**config.mk**
```make
export PLATFORM = sky130hd
export DESIGN_NAME = ckpt_scheduler
export DESIGN_NICKNAME = d
export VERILOG_FILES = /design/src/rtl/ckpt_scheduler.sv
export SDC_FILE = /design/constraint.sdc
export NUM_CORES = 1
export LEC_CHECK = 0
export ABC_AREA = 1
export CAP_MARGIN = 5
export CORE_AREA = 2 2 125 96
export CTS_BUF_LIST = sky130_fd_sc_hd__clkbuf_8
export CTS_CLUSTER_DIAMETER = 100
export DETAILED_ROUTE_END_ITERATION = 10
export DIE_AREA = 0 0 127 98
export PLACE_DENSITY = 0.71
export SLEW_MARGIN = 20
export SYNTH_ARGS = -nofsm -noshare
export SYNTH_HDL_FRONTEND = slang
export SYNTH_SLANG_ARGS = --single-unit
```
**constraint.sdc**
```tcl
create_clock -name clk -period 3.6 [get_ports clk]
set_input_delay 0.54 -clock clk [delete_from_list [all_inputs] [get_ports clk]]
set_output_delay 0.54 -clock clk [all_outputs]
set_load 0.03 [all_outputs]
```
**src/rtl/ckpt_scheduler.sv**
```systemverilog
// Branch checkpoint slot allocator with dependency tracking and mispredict recovery.
// Define CKPT_SCHED_STATS_EN to add saturating grant/mispredict/full-stall counters.
module ckpt_scheduler #(
  parameter int N_CHECKPTS   = 8,
  parameter int TAG_W        = $clog2(N_CHECKPTS),
  parameter int FLUSH_CYCLES = 2
) (
  input  logic                  clk,
  input  logic                  rst,
  input  logic                  alloc_req_i,
  output logic                  alloc_gnt_o,
  output logic [TAG_W-1:0]      alloc_tag_o,
  output logic [N_CHECKPTS-1:0] alloc_dep_o,
  input  logic                  res_valid_i,
  input  logic [TAG_W-1:0]      res_tag_i,
  input  logic                  res_mispredict_i,
  output logic                  clear_valid_o,
  output logic [TAG_W-1:0]      clear_tag_o,
  output logic                  recover_o,
  output logic [TAG_W-1:0]      recover_tag_o,
  output logic [N_CHECKPTS-1:0] squash_mask_o,
  output logic                  busy_o,
  output logic [N_CHECKPTS-1:0] valid_mask_o,
  output logic                  full_o
`ifdef CKPT_SCHED_STATS_EN
  ,
  output logic [31:0]           stat_alloc_o,
  output logic [31:0]           stat_mispredict_o,
  output logic [31:0]           stat_full_stall_o
`endif
);

  localparam int CNT_W = (FLUSH_CYCLES > 1) ? $clog2(FLUSH_CYCLES) : 1;
  localparam logic [N_CHECKPTS-1:0] ONE = {{(N_CHECKPTS-1){1'b0}}, 1'b1};

  typedef enum logic [1:0] {IDLE, RECOVER, FLUSH} state_e;

  state_e                state_q, state_d;
  logic [CNT_W-1:0]      flushCnt_q, flushCnt_d;
  logic [N_CHECKPTS-1:0] valid_q, valid_d;
  logic [N_CHECKPTS-1:0] dep_q [N_CHECKPTS];
  logic [N_CHECKPTS-1:0] dep_d [N_CHECKPTS];
  logic                  clearValid_q, clearValid_d;
  logic [TAG_W-1:0]      clearTag_q, clearTag_d;
  logic [TAG_W-1:0]      recoverTag_q, recoverTag_d;
  logic [N_CHECKPTS-1:0] squashMask_q, squashMask_d;

  logic                  full;
  logic                  misReq;
  logic                  clearFire;
  logic                  misFire;
  logic                  gnt;
  logic [TAG_W-1:0]      freeTag;
  logic [N_CHECKPTS-1:0] resOH;
  logic [N_CHECKPTS-1:0] clearOH;
  logic [N_CHECKPTS-1:0] squash;
  logic [N_CHECKPTS-1:0] allocDep;

  assign full      = &valid_q;
  assign misReq    = res_valid_i && res_mispredict_i;
  assign clearFire = res_valid_i && !res_mispredict_i && valid_q[res_tag_i];
  // Any still-valid slot is necessarily older than a slot already being recovered.
  assign misFire   = misReq && valid_q[res_tag_i];
  assign gnt       = alloc_req_i && !full && (state_q == IDLE) && !misReq;
  assign resOH     = ONE << res_tag_i;
  assign clearOH   = clearFire ? resOH : '0;
  assign allocDep  = valid_q & ~clearOH;

  always_comb begin
    freeTag = '0;
    for (int i = N_CHECKPTS - 1; i >= 0; i--) begin
      if (!valid_q[i]) freeTag = TAG_W'(i);
    end
  end

  // Younger slots are exactly those whose row marks the resolving slot as older.
  always_comb begin
    squash = resOH;
    for (int j = 0; j < N_CHECKPTS; j++) begin
      if (dep_q[j][res_tag_i]) squash[j] = 1'b1;
    end
  end

  always_comb begin
    valid_d = valid_q;
    for (int j = 0; j < N_CHECKPTS; j++) dep_d[j] = dep_q[j];
    if (clearFire) begin
      valid_d = valid_d & ~resOH;
      for (int j = 0; j < N_CHECKPTS; j++) dep_d[j] = dep_d[j] & ~resOH;
      dep_d[res_tag_i] = '0;
    end
    if (misFire) begin
      valid_d = valid_d & ~squash;
      for (int j = 0; j < N_CHECKPTS; j++) begin
        dep_d[j] = squash[j] ? '0 : (dep_d[j] & ~squash);
      end
    end
    if (gnt) begin
      valid_d[freeTag] = 1'b1;
      dep_d[freeTag]   = allocDep;
    end
    clearValid_d = clearFire;
    clearTag_d   = clearFire ? res_tag_i : '0;
    recoverTag_d = misFire ? res_tag_i : '0;
    squashMask_d = misFire ? squash : '0;
  end

  always_comb begin
    state_d    = state_q;
    flushCnt_d = flushCnt_q;
    case (state_q)
      IDLE: ;
      RECOVER: begin
        state_d    = FLUSH;
        flushCnt_d = CNT_W'(FLUSH_CYCLES - 1);
      end
      FLUSH: begin
        if (flushCnt_q == '0) state_d = IDLE;
        else flushCnt_d = flushCnt_q - CNT_W'(1);
      end
      default: state_d = IDLE;
    endcase
    if (misFire) state_d = RECOVER;
  end

  always_ff @(posedge clk) begin
    if (rst) begin
      state_q      <= IDLE;
      flushCnt_q   <= '0;
      valid_q      <= '0;
      for (int j = 0; j < N_CHECKPTS; j++) dep_q[j] <= '0;
      clearValid_q <= 1'b0;
      clearTag_q   <= '0;
      recoverTag_q <= '0;
      squashMask_q <= '0;
    end else begin
      state_q      <= state_d;
      flushCnt_q   <= flushCnt_d;
      valid_q      <= valid_d;
      for (int j = 0; j < N_CHECKPTS; j++) dep_q[j] <= dep_d[j];
      clearValid_q <= clearValid_d;
      clearTag_q   <= clearTag_d;
      recoverTag_q <= recoverTag_d;
      squashMask_q <= squashMask_d;
    end
  end

  assign alloc_gnt_o   = gnt;
  assign alloc_tag_o   = freeTag;
  assign alloc_dep_o   = allocDep;
  assign clear_valid_o = clearValid_q;
  assign clear_tag_o   = clearTag_q;
  assign recover_o     = (state_q == RECOVER);
  assign recover_tag_o = recoverTag_q;
  assign squash_mask_o = squashMask_q;
  assign busy_o        = (state_q != IDLE);
  assign valid_mask_o  = valid_q;
  assign full_o        = full;

`ifdef CKPT_SCHED_STATS_EN
  logic [31:0] statAlloc_q, statMis_q, statFull_q;

  always_ff @(posedge clk) begin
    if (rst) begin
      statAlloc_q <= '0;
      statMis_q   <= '0;
      statFull_q  <= '0;
    end else begin
      if (gnt && statAlloc_q != '1) statAlloc_q <= statAlloc_q + 32'd1;
      if (misFire && statMis_q != '1) statMis_q <= statMis_q + 32'd1;
      if (alloc_req_i && full && statFull_q != '1) statFull_q <= statFull_q + 32'd1;
    end
  end

  assign stat_alloc_o      = statAlloc_q;
  assign stat_mispredict_o = statMis_q;
  assign stat_full_stall_o = statFull_q;
`endif

endmodule

```
=== Word level (Yosys, flattened, before mapping) ===
Memory sizes are Yosys's and may differ from the RTL's.
Cells that the tools add are included.

* Register bits: 26
* Memory bits (writable): 64
* Output and inout bits: 38
* Logic and storage cells: 155
* Memories: 1

* Add/subtract/negate cells: 1
* Order comparisons: 7
* Equal/unequal tests: 5
* Shift-type cells: 1
* Multiplexer cells: 72
* Bitwise logic cells: 38
* Reduce and logical (&&, ||, !) cells: 22

{| class="wikitable"
|+ Memories
! name !! words !! bits a word !! read ports !! clocked after memory_dff !! write ports !! line !! source
|-
| dep_q || 8 || 8 || 8 || 0 || 8 || 41 || <nowiki>logic [N_CHECKPTS-1:0] dep_q [N_CHECKPTS];</nowiki>
|}

{| class="wikitable"
|+ Operators by type and width
! kind !! number
|-
| 2-to-1 mux 64 bit || 3
|-
| 2-to-1 mux 8 bit || 22
|-
| bitwise AND 8 bit || 19
|-
| bitwise AND 64 bit || 1
|-
| bitwise mux 64 bit || 1
|-
| inverter 64 bit || 1
|-
| demux 8 bit (select 3 bit) || 2
|-
| binary-select mux 1 bit (select 3 bit) || 9
|-
| 2-to-1 mux 3 bit || 8
|-
| inverter 8 bit || 3
|-
| 2-to-1 mux 1 bit || 23
|-
| logical AND 1 bit || 10
|-
| greater-or-equal comparator 4 bit (second input constant) || 2
|-
| less-than comparator 3 x 4 -> 1 bit (second input constant) || 2
|-
| less-than comparator 4 x 1 -> 1 bit (second input constant) || 2
|-
| inverter 3 -> 4 bit || 2
|-
| bitwise OR 1 bit || 8
|-
| bitwise OR 8 bit || 1
|-
| AND reduction 8 bit || 1
|-
| left shift 1 x 3 -> 8 bit (first input constant) || 1
|-
| one-hot mux 2 bit (3 select lines) || 1
|-
| OR reduction 2 bit || 3
|-
| inequality test 2 bit (second input constant) || 2
|-
| AND reduction 2 bit || 2
|-
| 12 further kinds || 17
|}

=== Longest topological paths before layout ===
Gate-level depths: netlist of the first run.

* Depth in word-level cells: 16
* Depth in mapped cells: 13
* Mapped depth without buffers: 13

=== Least setup slack after synthesis of the first run ===
OpenSTA, ideal clock, no wires.

* Path type: flip-flop to output port
* Start: register valid_q[0], in the netlist valid_mask_o[0]
* End: output alloc_gnt_o
* Arrival: 1.908 ns
* Required time: 3.060 ns
* Setup slack: 1.152 ns
* Stages on the path, launching flop included: 5
* Path through: dfxtp_1 > buf_4 > nand2_1 > nor3_1 > nor2_1

* Cells in the longest elaborated chain, start to end: 5

{| class="wikitable"
|+ RTL lines
! what !! line !! source
|-
| start, declared || 40 || <nowiki>logic [N_CHECKPTS-1:0] valid_q, valid_d;</nowiki>
|-
| start signal, assigned || 139 || <nowiki>valid_q <= valid_d;</nowiki>
|-
| AND reduction 8 bit || 59 || <nowiki>assign full = &valid_q;</nowiki>
|-
| net full_o || 24 || <nowiki>output logic full_o</nowiki>
|-
| logical NOT 1 bit || 64 || <nowiki>assign gnt = alloc_req_i && !full && (state_q == IDLE) && !misReq;</nowiki>
|-
| logical AND 1 bit (3 in series) || 64 ||
|-
| end, declared || 11 || <nowiki>output logic alloc_gnt_o,</nowiki>
|}

The timed path passes the listed nets, and every way through them passes these cells.

=== Final worst setup path of the first run ===
* Start: input res_tag_i[0]
* End: output alloc_dep_o[0]

* Cells in the longest elaborated chain, start to end: 6

{| class="wikitable"
|+ RTL lines
! what !! line !! source
|-
| start, declared || 15 || <nowiki>input logic [TAG_W-1:0] res_tag_i,</nowiki>
|-
| binary-select mux 1 bit (select 3 bit) || 61 || <nowiki>assign clearFire = res_valid_i && !res_mispredict_i && valid_q[res_tag_i];</nowiki>
|-
| 2-to-1 mux 1 bit (not written as such) || 61 ||
|-
| logical AND 1 bit || 61 ||
|-
| 2-to-1 mux 8 bit (*) || 66 || <nowiki>assign clearOH = clearFire ? resOH : '0;</nowiki>
|-
| inverter 8 bit (*) || 67 || <nowiki>assign allocDep = valid_q & ~clearOH;</nowiki>
|-
| bitwise AND 8 bit (*) || 67 ||
|-
| end, declared || 13 || <nowiki>output logic [N_CHECKPTS-1:0] alloc_dep_o,</nowiki>
|}

Every way passes the cells marked *; elsewhere a longest branch is shown, timed or not. The select of a mux whose other input is x is not followed.

==> metrics.cfg, run 1 <==
[global_route]
grt_max_degree=40
grt_usage=0.331
grt_pass1_vias=5475
grt_pass1_wl_um=31200
grt_overflow_total=0
antenna_found_initial=0

[run_status]
status=completed

[detailed_routing]
num_vias=5928
dr.first_iter.drc_count=940
firstDrtPassIters=10
drtAntennaViolNets=0
via_per_inst=5.67
drc_errors=0
routedWlPerCell_um=19.6
drt_wl_total_um=20500

[clock_network]
cts.repair.resized=0
root_buffer=clkbuf_8
cts.sinks=83
clk_latency_ns=0.37
clk_pin_slew_worst_paths_ns=0.09
postCtsHoldBufs=0
cts_made_buffers=9
htree_levels=3
cts_tree=yes
clockBufferDepth=2
postCtsSetupRepairBufs=0

[logic_synthesis]
ys.warnings.count=0
netlist_area_um2=4960
syn_area_per_cell_um2=5.94
seq_area_frac_synth=0.335
ys_seq_elements=83
synth_ff_type=dfxtp_1
synth_enable_flop_cells=0
async_reset_ff_frac=0
syn_inst=835
synth_nets=846
ys_types=29

[layout]
areaGrowthSynthToFinish_pct=19.5
final_common_cell=nand2_1
antenna_cells=0
drive_above_1_share=0.0987
layout_common_cells=nand2_1, nor2_1, dfxtp_1
fin_util=0.524
nNetsFinal=908

[timing]
tns_ns=0
skew_ns=0.00940
hold_viol=0
fin_hold_ws_ns=0.488
rsz0062_at_grt=false
period_share=0.907
min_period_ns=3.27
relSlewSlack=0.574
finalSetupViolCount=0
maxSlewViolCount=0
max_freq_mhz=306
tightest_slew_ns=0.638

[power_and_ir_drop]
combPwrFrac=0.152
ir_drop_uv=207
totalPowerFinal_uw=2030
seqPwrFrac=0.461
internal_power_uw=1440
p_per_area_nw_per_um2=342
p_switching_uw=587
pwr-share-clk=0.387
swShare=0.289
cellLeakagePower_uw=0.00267

[job]
maxCapViolations=0

[placed_design]
portBuffers=45
place_hpwl_um=14400
gp_congestion=1.05

[die]
core_um2=11300
initial_core_util=0.438
die_y_um=98
pin_count=46
die_w_um=127
die_area_um2=12400
rows=34

[setup_path]
crit_arrival_ns=2.73
rr_startpoint=state_q[0]
startpoint_type=primary input
startpoint=res_tag_i[0]
cp_data_required_time_ns=3.06
cp-end-kind=output pin
crit_type=primary input to output pin
crit_fanout=18

[hold_path]
hold_start=dep_q[1][23]
hold_path.class=register to register

-- per-layer routing --
layer	part of all wire	global-route usage	vias to the layer above
met1	0.42	0.474	2627
met3	0.15	0.110	68
met5	0	0	-
met2	0.39	0.454	463
met4	0.041	0.137	0
li1	-	-	2770
-- final cells by class --
class                           instances  area (um2)
Multi-Input combinational cell        647        2850
Sequential cell                        83        1660
Timing Repair Buffer                   85         748
Fill cell                            1206        5390
Inverter                               71         267
Clock buffer                           11         151
Tap cell                              144         180
Clock inverter                          5        76.3
-- cells by family after synthesis --
family                   Yosys count  share of synthesized area
flip-flops                        83                      0.335
AND/OR/NAND/NOR                  524                      0.441
AO/OA/AOI/OAI                    120                      0.125
adder cells (fa/ha/maj)            3                    0.00757
buffers and inverters            105                     0.0913
-- flip-flops by register name, indices dropped and copies added, names as in the netlist --
name           cells
clear_valid_o      1
clear_tag_o        3
recover_tag_o      3
flushCnt_q         1
valid_mask_o       8
state_q            2
squash_mask_o      8
dep_q             57
-- path summary, 6_finish.rpt --
path / end / slack (ns) / cells after the start
setup / recovery: alloc_dep_o[0] / 0.33 / 8
hold / removal: dep_q[1][23] / 0.49 / 2
setup reg to reg: dep_q[1][23] / 1.14 / 9
hold reg to reg: dep_q[1][23] / 0.49 / 2
-- synth_stat cells, types with 2 or more instances --
cell      instances  area share
o21a_1            2      0.0030
nor3_1           11       0.011
inv_1            62       0.047
o21ai_0          51       0.051
nor2_1          152        0.12
nand2_2           2      0.0025
dfxtp_1          83        0.33
nor2_2            6      0.0076
clkbuf_1         14       0.011
nand3_1          50       0.050
buf_6             3      0.0068
o21ai_1          12       0.012
nand3b_1          4      0.0061
clkinv_1          2      0.0015
ha_1              3      0.0076
nand3_2           3      0.0061
nand4_1          12       0.015
o21ai_2           3      0.0053
buf_4             6      0.0091
nand2_1         275        0.21
a21oi_1          51       0.051
nor2_4            5       0.011
buf_2            11       0.011
inv_2             7      0.0053
-- through the flow --
step / setup slack, ns / cells / instance area (um2)
floorplan: 1.15 / 835 / 4960
detailed placement: 0.441 / 1030 / 5700
global route: 0.249 / 1046 / 5930
CTS: 0.439 / 1046 / 5930
finish: 0.335 / 1046 / 5930
global placement: 0.415 / 1030 / 5700
-- power groups by stage --
stage / Sequential, uW / Clock (uW) / Combinational, uW
floorplan: 963 / 0 / 168
detailed placement: 958 / 0 / 296
global placement: 958 / 0 / 296
global route: 938 / 830 / 326
finish: 937 / 785 / 309
CTS: 936 / 789 / 297
-- critical path, cell delays in order --
cell and delay, ns:
clkdlybuf4s50_1 0.39, buf_4 0.18, buf_4 0.20, nor2_4 0.46, nand2_1 0.40, nor2_2 0.25, nor2_4 0.11, buf_12 0.15
Note: power is estimated with default switching activity, not from simulation.
==> run 2, diff against run 1 <==
Settings changed: MAX_ROUTING_LAYER set to met4.
==> metrics.cfg, run 2 (synthesis gave the netlist of run 1 again) <==
[layout]
finalInstanceArea_um2=5920  ; was 5930 um2
areaGrowthSynthToFinish_pct=19.2  ; was 19.5%
fin_util=0.523  ; was 0.524
nFillCells=1197  ; was 1206
antenna_cells=0  ; unchanged
nNetsFinal=906  ; was 908
layout_common_cells=nand2_1, nor2_1, dfxtp_1  ; unchanged
largest_register=dep_q  ; unchanged
final_cells=1044  ; was 1046
drive_above_1_share=0.0967  ; was 0.0987
final_common_cell=nand2_1  ; unchanged
largest_reg_flops=57  ; unchanged

[setup_path]
startpoint_type=primary input  ; unchanged
crit_type=primary input to output pin  ; unchanged
endpoint=alloc_dep_o[6]  ; was alloc_dep_o[0]
rr_startpoint=valid_mask_o[6]  ; was state_q[0]
crit_arrival_ns=2.79  ; was 2.73 ns
crit_fanout=20  ; was 18
cp_data_required_time_ns=3.06  ; about the same
rrSetupSlack_ns=1.20  ; was 1.14 ns
cp-end-kind=output pin  ; unchanged
ff2ff_path_depth=13  ; was 9
r2r-end=dep_q[0][31]  ; was dep_q[1][23]
startpoint=res_tag_i[0]  ; unchanged

[clock_network]
postCtsHoldBufs=0  ; unchanged
postCtsSetupRepairBufs=0  ; unchanged
htree_levels=3  ; unchanged
cts.sinks=83  ; unchanged
cts_made_buffers=9  ; unchanged
root_buffer=clkbuf_8  ; unchanged
clockBufferDepth=2  ; unchanged
cts.repair.resized=0  ; unchanged
clk_pin_slew_worst_paths_ns=0.08  ; was 0.09 ns
cts_tree=yes  ; unchanged
clk_latency_ns=0.38  ; was 0.37 ns

[placed_design]
place_hpwl_um=14400  ; about the same
portBuffers=45  ; unchanged
placed_area_um2=5690  ; was 5700 um2
post-place-cells=1028  ; was 1030
gp_congestion=1.04  ; was 1.05

[detailed_routing]
dr.first_iter.drc_count=1052  ; was 940
via_per_inst=5.74  ; was 5.67
firstDrtPassIters=9  ; was 10
num_vias=5996  ; was 5928
drt_wl_total_um=20500  ; about the same
drtAntennaViolNets=0  ; unchanged
routedWlPerCell_um=19.7  ; was 19.6 um
drc_errors=0  ; unchanged

[timing]
max_freq_mhz=301  ; was 306 MHz
relSlewSlack=0.594  ; was 0.574
maxSlewViolCount=0  ; unchanged
tns_ns=0  ; unchanged
tightest_slew_ns=0.605  ; was 0.638 ns
skew_ns=0.00769  ; was 0.00940 ns
period_share=0.924  ; was 0.907
rsz0062_at_grt=false  ; unchanged
min_period_ns=3.33  ; was 3.27 ns
fin_hold_ws_ns=0.475  ; was 0.488 ns
finalSetupViolCount=0  ; unchanged
hold_viol=0  ; unchanged

[die]
die_y_um=98  ; unchanged
die_w_um=127  ; unchanged
initial_core_util=0.438  ; unchanged
core_um2=11300  ; unchanged
rows=34  ; unchanged
die_area_um2=12400  ; unchanged
pin_count=46  ; unchanged

[job]
maxCapViolations=0  ; unchanged

[power_and_ir_drop]
p_per_area_nw_per_um2=345  ; was 342 nW/um2
pwr-share-clk=0.390  ; was 0.387
internal_power_uw=1440  ; about the same
seqPwrFrac=0.459  ; was 0.461
swShare=0.293  ; was 0.289
p_switching_uw=598  ; was 587 uW
cellLeakagePower_uw=0.00266  ; was 0.00267 uW
ir_drop_uv=199  ; was 207 uV
combPwrFrac=0.150  ; was 0.152

[global_route]
grt_pass1_vias=5449  ; was 5475
antenna_found_initial=0  ; unchanged
grt_overflow_total=0  ; unchanged
grt_pass1_wl_um=31900  ; was 31200 um
grt_usage=0.346  ; was 0.331
grt_max_degree=40  ; unchanged

[hold_path]
hold_path.class=register to register  ; unchanged

[run_status]
status=completed  ; unchanged

## run 2: cell count changes in the layout (fill, tap and decap cells not counted), sizes merged
cell	change
buf	-2
## run 2: critical path, cell delays in order
cell and delay, ns:
clkdlybuf4s50_1 0.47, buf_4 0.27, nand2_1 0.08, o21ai_1 0.08
nand2_1 0.07, nand3_2 0.10, nand3_4 0.23, o21ai_2 0.25
inv_1 0.09, clkdlybuf4s50_1 0.60
## run 2: cell type report
cell class / instances / area, um2 / share of cell area
inverter: 71 / 267 / 0.0451
tap: 144 / 180 / 0.0305
clock inverter: 5 / 76.3 / 0.0129
sequential: 83 / 1660 / 0.281
multi-input combinational: 647 / 2850 / 0.481
timing repair buffer: 83 / 733 / 0.124
clock buffer: 11 / 151 / 0.0256
## run 2: worst min-delay path by stage
| stage | from | endpoint | slack, ns | depth (start not counted) |
|---|---|---|---|---|
| global route | dep_q[1][4] | dep_q[1][4] | 0.50 | 2 |
| CTS | dep_q[1][4] | dep_q[1][4] | 0.48 | 2 |
| global placement | dep_q[1][4] | dep_q[1][4] | 0.46 | 2 |
| finish | dep_q[1][4] | dep_q[1][4] | 0.47 | 2 |
| floorplan | dep_q[1][4] | dep_q[1][4] | 0.44 | 2 |
| detailed placement | dep_q[1][4] | dep_q[1][4] | 0.46 | 2 |
## run 2: per-stage QoR
step                power [uW]  setup slack [ns]
finish                    2040             0.273
global route              2100             0.111
CTS                       2030             0.285
detailed placement        1250             0.302
global placement          1250             0.336
floorplan                 1130              1.15
## run 2: power groups by stage
stage	logic (uW)	registers, uW	clock network [uW]
6_report	307	937	796
4_1_cts	293	936	797
3_5_place_dp	292	958	0
5_1_grt	321	938	845
2_1_floorplan	168	963	0
3_3_place_gp	292	958	0
## run 2: routing by layer
layer,vias to the layer above,share of wire,track usage
li1,2756,-,-
met1,2677,0.42,0.490
met2,478,0.40,0.480
met3,85,0.15,0.0921
met4,0,0.033,0.106
met5,-,0,-
==> variant, RTL diff (flow settings as in run 1) <==
Change the parameter `N_CHECKPTS` from 8 to 4.
--- a/src/rtl/ckpt_scheduler.sv
+++ b/src/rtl/ckpt_scheduler.sv
@@ -1,7 +1,7 @@
 // Branch checkpoint slot allocator with dependency tracking and mispredict recovery.
 // Define CKPT_SCHED_STATS_EN to add saturating grant/mispredict/full-stall counters.
 module ckpt_scheduler #(
-  parameter int N_CHECKPTS   = 8,
+  parameter int N_CHECKPTS   = 4,
   parameter int TAG_W        = $clog2(N_CHECKPTS),
   parameter int FLUSH_CYCLES = 2
 ) (
Ports: changed (7 resized); port bits go from 46 to 30. No check against the original RTL was run, so the function may have changed too.
==> variant against run 1 <==
Register-to-register slack better by 0.69 ns. Highest routed layer unchanged. Combinational power is 71% lower. Synthesized area is 69% lower. Design area is 65% lower. Count of clock-buffer cells in the layout is 7 lower. Sequential cell count is 55 lower. Setup slack better by 0.22 ns. Sequential share of layout area is 0.75 points lower. Routed wire length is 77% lower. Core utilization is 34 points lower. Largest cell class unchanged. Power is 70% lower.
==> variant: results (changes against run 1) <==
Max IR drop VDD 0.000122 V (-41%); Syn Nets 248 (-71%); Worst slew margin 0.683 (+0.109); maximum fanout along the worst path 14 (-4); main area contributors after synthesis dfxtp_1 36%, nor2_1 12%, nand2_1 11%; number of global-route vias before repair 1474 (-73%); clk_skew 0.00312 ns (-0.00628 ns); pin count of the biggest net entering global routing 18 (-55%); Post-synth top cells 51 x nor2_1, 47 x nand2_1, 29 x inv_1; first-pass GRT wire length 7520 um (-76%); Via-to-Cell Ratio 3.83 (-32%); slowest cell on the critical path clkdlybuf4s50_1; # nets final 280 (-69%); H-tree Lvls 1 (-2); max reg flops 12 (-79%); routed wire length 4720 um (-77%); HPWL after DPL 3600 um (-75%); CTS Buf Count 3 (-6); Worst Path Arrival 2.51 ns (-0.22 ns); 1st-pass router iterations 5 (-5); status finished clean; layout cells sized above 1 0.123 (+0.0240); Initial DRC Count 102 (-89%); sequential share of the synthesized area 0.362 (+0.0267); DP Area 0.00200 mm2 (-65%)
[variant: where the power goes]
part / switching, mW / internal, mW / leakage [nW]
Clock: 0.103 / 0.0983 / 0.0288
Combinational: 0.0589 / 0.0302 / 0.633
Sequential: 0.00539 / 0.313 / 0.226
[variant: final timing paths]
path / startpoint / cells after the start / to / slack (ns)
worst min register to register: state_q[0] / 2 / state_q[0] / 0.54
worst max-delay path: res_tag_i[0] / 10 / alloc_dep_o[1] / 0.55
worst max register to register: valid_mask_o[0] / 9 / dep_q[2][0] / 1.83
worst min-delay path: state_q[0] / 2 / state_q[0] / 0.54
[variant: stage by stage]
step           total power, mW  std cells  setup WS [ns]  utilization  hold slack (ns)
2_1_floorplan            0.382        238           1.56            -            0.498
3_3_place_gp             0.413        409          0.628        0.177            0.529
3_5_place_dp             0.413        409          0.580        0.177            0.538
4_1_cts                  0.615        413          0.574        0.182            0.553
5_1_grt                  0.635        413          0.431        0.182            0.571
6_report                 0.609        413          0.553        0.182            0.544
[variant: routing by layer]
metal  track usage  up-vias  part of all wire
li1              -      800                 -
met1         0.111      704              0.52
met2        0.0964       67              0.38
met3        0.0296       12             0.082
met4        0.0338        0             0.023
met5             0        -                 0
[variant: cells by family after synthesis]
kind of cell,after synthesis,share of synthesized area
adders and majority gates,3,0.0242
DFF,28,0.362
buffers and inverters,42,0.119
and+or+nand+nor,145,0.429
AOI/OAI and AO/OA,20,0.0662
[variant: cell type report]
cell class	count	area, um2
Tap cell	144	180
Sequential cell	28	561
Timing Repair Buffer	33	320
Inverter	36	135
Clock buffer	4	55.1
Multi-Input combinational cell	168	805
Fill cell	1313	9260
[variant: worst max-delay path, delay by kind of cell]
family	cells	cell delay, ns
simple gates	6	0.57
buf+inv	4	1.39
